[src/rtl/mem_responder.sv]
// ---------------------------------------------------------------------------
// mem_responder
//   Memory end of the cache->memory request interface. It gives a single cache
//   a backing store with fixed, cycle-accurate latency, so the cache can be
//   exercised without any bus arbitration in front of it.
//
//   Parameters
//     LATENCY        cycles from request acceptance to response pulse (1..255)
//     DEPTH          number of memory words (power of two); the address wraps
//                    on its low log2(DEPTH) bits
//     IOSTATE_WIDTH  width of the request-type code
//     ADDR_WIDTH     request address width
//     WORD_WIDTH     data word width
//     RW_IDLE/RW_READ/RW_WRITE  request-type codes; unknown codes act as idle
//
//   Ports
//     clk            system clock, everything on the rising edge
//     reset          synchronous, active-high
//     rwFromCache    request type, held by the cache until it sees a response
//     addrFromCache  request address
//     dataFromCache  write-back data
//     dataToCache    read data, holds the last read value
//     rdEnToCache    one-cycle pulse: dataToCache carries the read response
//     wbDoneToCache  one-cycle pulse: the write has been committed
//     debugState     FSM state (0 IDLE, 1 BUSY, 2 RESP, 3 WAITIDLE)
//     debugDelay     remaining latency count
// ---------------------------------------------------------------------------
module mem_responder #(
  parameter int LATENCY       = 8,
  parameter int DEPTH         = 16,
  parameter int IOSTATE_WIDTH = 2,
  parameter int ADDR_WIDTH    = 16,
  parameter int WORD_WIDTH    = 32,
  parameter logic [IOSTATE_WIDTH-1:0] RW_IDLE  = 2'd0,
  parameter logic [IOSTATE_WIDTH-1:0] RW_READ  = 2'd1,
  parameter logic [IOSTATE_WIDTH-1:0] RW_WRITE = 2'd2
) (
  input  logic                     clk,
  input  logic                     reset,
  input  logic [IOSTATE_WIDTH-1:0] rwFromCache,
  input  logic [ADDR_WIDTH-1:0]    addrFromCache,
  input  logic [WORD_WIDTH-1:0]    dataFromCache,
  output logic [WORD_WIDTH-1:0]    dataToCache,
  output logic                     rdEnToCache,
  output logic                     wbDoneToCache,
  output logic [1:0]               debugState,
  output logic [7:0]               debugDelay
);

  localparam int         IDX_W  = (DEPTH > 1) ? $clog2(DEPTH) : 1;
  localparam logic [7:0] LAT_M1 = 8'(LATENCY - 1);

  typedef enum logic [1:0] {
    S_IDLE     = 2'd0,
    S_BUSY     = 2'd1,
    S_RESP     = 2'd2,
    S_WAITIDLE = 2'd3
  } state_t;

  state_t                  state_reg, state_next;
  logic [7:0]              cnt_reg, cnt_next;
  logic                    is_read_reg, is_read_next;
  logic [ADDR_WIDTH-1:0]   addr_reg, addr_next;
  logic [WORD_WIDTH-1:0]   wdata_reg, wdata_next;
  logic [WORD_WIDTH-1:0]   rdata_reg;
  logic                    rd_en_reg, wb_done_reg;

  logic [WORD_WIDTH-1:0]   mem [DEPTH];

  logic                    req_active;
  logic                    fire;
  logic [IDX_W-1:0]        idx;

  // Only the two real request codes count; anything else behaves as idle,
  // both for acceptance and for aborting an in-flight request.
  assign req_active = (rwFromCache == RW_READ) || (rwFromCache == RW_WRITE);

  // The response edge: last BUSY cycle with the request still held.
  assign fire = (state_reg == S_BUSY) && req_active && (cnt_reg == 8'd0);
  assign idx  = addr_reg[IDX_W-1:0];

  always_comb begin
    state_next   = state_reg;
    cnt_next     = cnt_reg;
    is_read_next = is_read_reg;
    addr_next    = addr_reg;
    wdata_next   = wdata_reg;
    case (state_reg)
      S_IDLE: begin
        if (req_active) begin
          is_read_next = (rwFromCache == RW_READ);
          addr_next    = addrFromCache;
          wdata_next   = dataFromCache;
          cnt_next     = LAT_M1;
          state_next   = S_BUSY;
        end
      end
      S_BUSY: begin
        if (!req_active) begin
          // Cache withdrew the request: drop it silently.
          cnt_next   = 8'd0;
          state_next = S_IDLE;
        end else if (cnt_reg == 8'd0) begin
          state_next = S_RESP;
        end else begin
          cnt_next = cnt_reg - 8'd1;
        end
      end
      // Dropping rw during the pulse cycle lets the next request be accepted
      // LATENCY+2 cycles after the previous one; otherwise wait for idle so a
      // still-held request is not served twice.
      S_RESP: begin
        state_next = req_active ? S_WAITIDLE : S_IDLE;
      end
      S_WAITIDLE: begin
        if (!req_active) state_next = S_IDLE;
      end
      default: state_next = S_IDLE;
    endcase
  end

  always_ff @(posedge clk) begin
    if (reset) begin
      state_reg   <= S_IDLE;
      cnt_reg     <= 8'd0;
      is_read_reg <= 1'b0;
      addr_reg    <= '0;
      wdata_reg   <= '0;
    end else begin
      state_reg   <= state_next;
      cnt_reg     <= cnt_next;
      is_read_reg <= is_read_next;
      addr_reg    <= addr_next;
      wdata_reg   <= wdata_next;
    end
  end

  // Storage is never cleared; a write landing on a reset edge is discarded.
  always_ff @(posedge clk) begin
    if (!reset && fire && !is_read_reg) begin
      mem[idx] <= wdata_reg;
    end
  end

  always_ff @(posedge clk) begin
    if (reset) begin
      rd_en_reg   <= 1'b0;
      wb_done_reg <= 1'b0;
      rdata_reg   <= '0;
    end else begin
      rd_en_reg   <= fire && is_read_reg;
      wb_done_reg <= fire && !is_read_reg;
      if (fire && is_read_reg) begin
        rdata_reg <= mem[idx];
      end
    end
  end

  assign dataToCache   = rdata_reg;
  assign rdEnToCache   = rd_en_reg;
  assign wbDoneToCache = wb_done_reg;
  assign debugState    = state_reg;
  assign debugDelay    = cnt_reg;

endmodule

[config.mk]
export PLATFORM = sky130hd
export DESIGN_NAME = mem_responder
export DESIGN_NICKNAME = d
export VERILOG_FILES = /design/src/rtl/mem_responder.sv
export SDC_FILE = /design/constraint.sdc
export NUM_CORES = 1
export LEC_CHECK = 0
export BUFFER_PORTS_ARGS = -buffer_cell sky130_fd_sc_hd__buf_2
export CAP_MARGIN = 20
export CORE_MARGIN = 2
export CORE_UTILIZATION = 40
export DETAILED_ROUTE_END_ITERATION = 16
export PLACE_DENSITY_LB_ADDON = 0.05
export SYNTH_ARGS = -nofsm -noshare
export SYNTH_HDL_FRONTEND = slang
export SYNTH_SLANG_ARGS = --single-unit
[constraint.sdc]
create_clock -name clk -period 6 [get_ports clk]
set_clock_uncertainty 0.1 [all_clocks]
set_input_delay 1.2 -clock clk [delete_from_list [all_inputs] [get_ports clk]]
set_output_delay 1.2 -clock clk [all_outputs]
set_load 0.1 [all_outputs]
# ---- Yosys cells after proc, flatten, opt, wreduce, memory -nomap -nowiden
# Memories as Yosys holds them, arrays and structs flattened. A register that Yosys moved wholly into a read port is not among the register bits.
# Cells that the tools add are included.
dict set report totals {
  n_memories 1
  mem_bits_rw 512
  register_bits 49
  output_inout_bits 44
  input_bits 52
  elab_cells 45
}
# name depth word_bits rd rd_ports_with_merged_regs write_ports line_no
set mem_list {}
lappend mem_list {mem 16 32 1 1 1 68} ;# logic [WORD_WIDTH-1:0] mem [DEPTH];
dict set report op_classes {
  eq_ne 9
  reduce_logical 15
  n_addsub 1
  muxes 12
}
# operator n
set ops {}
lappend ops {{two-way mux 8 bit} 3}
lappend ops {{one-hot mux 8 bit (2 select lines)} 1}
lappend ops {{two-way mux 2 bit} 5}
lappend ops {{zero test 8 bit} 1}
lappend ops {{one-hot mux 2 bit (4 select lines)} 1}
lappend ops {{subtractor 8 x 1 -> 8 bit (second input constant)} 1}
lappend ops {{equality test 2 bit (second input constant)} 3}
lappend ops {{logical AND 1 bit} 6}
lappend ops {{AND reduction 3 bit} 2}
lappend ops {{equality test 2 x 1 -> 1 bit (second input constant)} 2}
lappend ops {{inequality test 2 bit (second input constant)} 2}
lappend ops {{inequality test 3 x 2 -> 1 bit (second input constant)} 1}
lappend ops {{inequality test 3 bit (second input constant)} 1}
lappend ops {{zero test 1 bit} 2}
lappend ops {{zero test 2 bit} 1}
lappend ops {{two-way mux 1 bit} 2}
lappend ops {{AND reduction 2 bit} 1}
lappend ops {{nonzero test 2 bit} 1}
lappend ops {{logical OR 1 bit} 1}

# ---- Depth between registers and ports, before layout
dict set report logic_depth {
  ltp_word 8
  mapped_depth 8
}

# ---- Least setup slack after synthesis
# No wires, ideal clock.
dict set report synth_path {
  kind {input-to-reg}
  startpoint {in rwFromCache[1]}
  endpoint {mem mem[6][0] (enable)}
  slack_ns 0.609
  setup_ns 0.461
  t_arrival_ns 4.830
  stages 7
  path_cell_list {inv_1 ha_1 clkbuf_1 or3_1 nor4_2 nand3_1 nor3_1}
}
dict set report synth_via {
  elab_chain_cells 8
  elab_cells_between_ends 9
}
# item line_no
set synth_rtl {}
lappend synth_rtl {{start: declaration} 40} ;# input logic [IOSTATE_WIDTH-1:0] rwFromCache,
lappend synth_rtl {{equality test 2 x 1 -> 1 bit / equality test 2 bit (equally long branches)} 76} ;# assign req_active = (rwFromCache == RW_READ) || (rwFromCache == RW_WRITE);
lappend synth_rtl {{logical OR 1 bit (*)} 76}
lappend synth_rtl {{logical AND 1 bit (*) (2 in a row)} 79} ;# assign fire = (state_reg == S_BUSY) && req_active && (cnt_reg == 8'd0);
lappend synth_rtl {{logical AND 1 bit (*) (2 in a row)} 140} ;# if (!reset && fire && !is_read_reg) begin
lappend synth_rtl {{two-way mux 1 bit (*)} 140}
lappend synth_rtl {{two-way mux 1 bit (implied by the code) (*)} 141} ;# mem[idx] <= wdata_reg;
lappend synth_rtl {{end: declaration} 68}
# Every way passes the cells marked *; elsewhere a longest branch is shown, timed or not.

# ---- Final worst setup path
dict set report layout_path {
  startpoint {in rwFromCache[0]}
  endpoint {mem mem[14][21] (enable)}
}
# Same word-level chain as after synthesis.

==> flow_summary.ini <==
[status]
status = finished clean

[timing]
fin_crit_ps = 4110
slew_headroom = 0.330
setup_viol = 0
fmax_mhz = 244
rsz0062_at_grt = no
tightest_slew_ps = 1000
drv_slew = 0
period_share = 0.684
finalHoldViolations = 0
finalSetupTns_ps = 0

[logic_synthesis]
synthesis.area_um2 = 22300
yosysTopAreaCellShare = 0.691
ys_seq_area_frac = 0.764
ys.warnings.count = 0
ys_ff_latch = 593
synth_cell_types = 37
synth.area.top_cells = edfxtp_1, mux4_2, dfxtp_1
avgSynthCellArea_um2 = 20.0
synth_top_area_cell = edfxtp_1
synth_nets = 1170
syn_inst = 1115

[clocking]
cts_tree = built
insertion_delay_ps = 590
cts_sinks = 593
cts_made_buffers = 66
cts_max_path_buffers = 3
htreeDepth = 3
post_cts_buffers = 0
clkTransAtPathRegs_ps = 60
cts_root_buf = clkbuf_16
cts_resized = 0
ctsHoldBuffers = 0

[die]
core_um2 = 55100
rows = 86
die_y_um = 240
die_area_um2 = 57500
die_x_um = 240
initial_core_util = 0.404
io_pins = 96

[layout]
nets = 1289
antennaDiodeCount = 0
final_util = 0.473
layout-drive-gt1-share = 0.306
syn2layout_area_growth_pct = 17.1
final_common_cell = edfxtp_1
final_cell_mix = edfxtp_1, mux4_2, buf_2, nand2_1, dfxtp_1
largest_register_ffs = 512

[global_route]
grt_pass1_vias = 11300
grt_max_degree = 62
antenna_found_initial = 1
grt_pass1_wl_um = 76000
grtUsageTotal = 0.185
gr-total-overflow = 0

[worst_hold_path]
hold_depth = 2
hp-class = register to register

[place]
gp_congestion = 0.693
io_buffers = 83
dp.final_hpwl_um = 27500

[setup_path]
timing.critical_path.required_ps = 6120
cp_max_fo = 24
crit_path_end_kind = register
crit_arrival_ps = 4230
reg2reg_depth = 5
path_class = input port to register
worst_setup_path_start_kind = input port

[pwr]
p_leak_nw = 8.44
power_density_nw_per_um2 = 361
irDropWorstVdd_mv = 0.211

[drt]
vias = 10800
viasPerCell = 5.33
wl_um = 51700
drt_first_pass_iters = 6
drt-wirelength-per-cell_um = 25.4
ant_nets = 0
drtIter0Drc = 846
drcViolationCount = 0

[run]
drv_cap = 0
logic make-up after synthesis:
logic type,after synthesis,share of synthesized area
buffers and inverters,69,0.0132
adder cells (fa/ha/maj),3,0.00169
flip-flops,593,0.764
XOR/XNOR,1,0.000394
multiplexers,194,0.161
AND/OR/NAND/NOR,138,0.0295
AO/OA/AOI/OAI,117,0.0306
worst paths after layout:
kind	startpoint	end	slack [ps]
setup / recovery	rwFromCache[0]	mem[14][21]	1890
hold / removal	dataToCache[24]	dataToCache[24]	390
setup reg to reg	debugDelay[3]	mem[14][21]	2300
hold reg to reg	dataToCache[24]	dataToCache[24]	390
Yosys cell counts (all sizes together):
cell type / instances
edfxtp: 512
mux4: 128
dfxtp: 81
nand2: 78
a21oi: 43
clkbuf: 39
o21ai: 38
mux2: 33
mux2i: 33
a22oi: 32
buf: 25
nor2: 17
or3: 10
nor3: 8
inv: 5
nand2b: 5
or4: 5
nor4: 4
ha: 3
nand3b: 3
nor2b: 2
a31o: 1
a31oi: 1
and3: 1
nand3: 1
nand4: 1
nand4bb: 1
o211a: 1
o41a: 1
or2: 1
or4b: 1
xor2: 1
power breakdown:
part	internal (W)	total (W)	switching (W)
clock	0.00260	0.00418	0.00158
sequential	0.00455	0.00469	0.000138
combinational	0.000234	0.000551	0.000317
total	0.00738	0.00942	0.00203
through the flow:
stage / power (W) / instances / cell area [µm²] / worst slack [ps] / hold WS [ps]
floorplan: 0.00513 / 1115 / 22300 / 609 / 375
CTS: 0.00953 / 2034 / 26000 / 1900 / 401
finish: 0.00942 / 2035 / 26100 / 1890 / 390
global route: 0.00974 / 2035 / 26100 / 1720 / 436
detailed placement: 0.00534 / 1913 / 23800 / 1290 / 386
global placement: 0.00533 / 1913 / 23800 / 1300 / 376
area by class of cell:
class / count / area (µm²)
clock buffers: 103 / 2010
inverters: 5 / 18.8
clock inverters: 18 / 254
well taps: 748 / 936
fillers: 4690 / 29000
multi-input cells: 453 / 5100
flip-flops and latches: 593 / 17000
repair buffers: 115 / 743
routing by layer:
layer | part of all wire | track usage | wire (µm)
met1 | 0.45 | 0.257 | 23400
met2 | 0.49 | 0.304 | 25500
met3 | 0.037 | 0.0323 | 1930
met4 | 0.017 | 0.0459 | 869
met5 | 0 | 0 | 0
worst max-delay path: stages:
cell and delay (ps):
buf_2 100, ha_1 490, or3_1 440, nor4_2 500, nand3_1 420, nor2_4 550, buf_4 510
(Power assumes the default switching activity.)
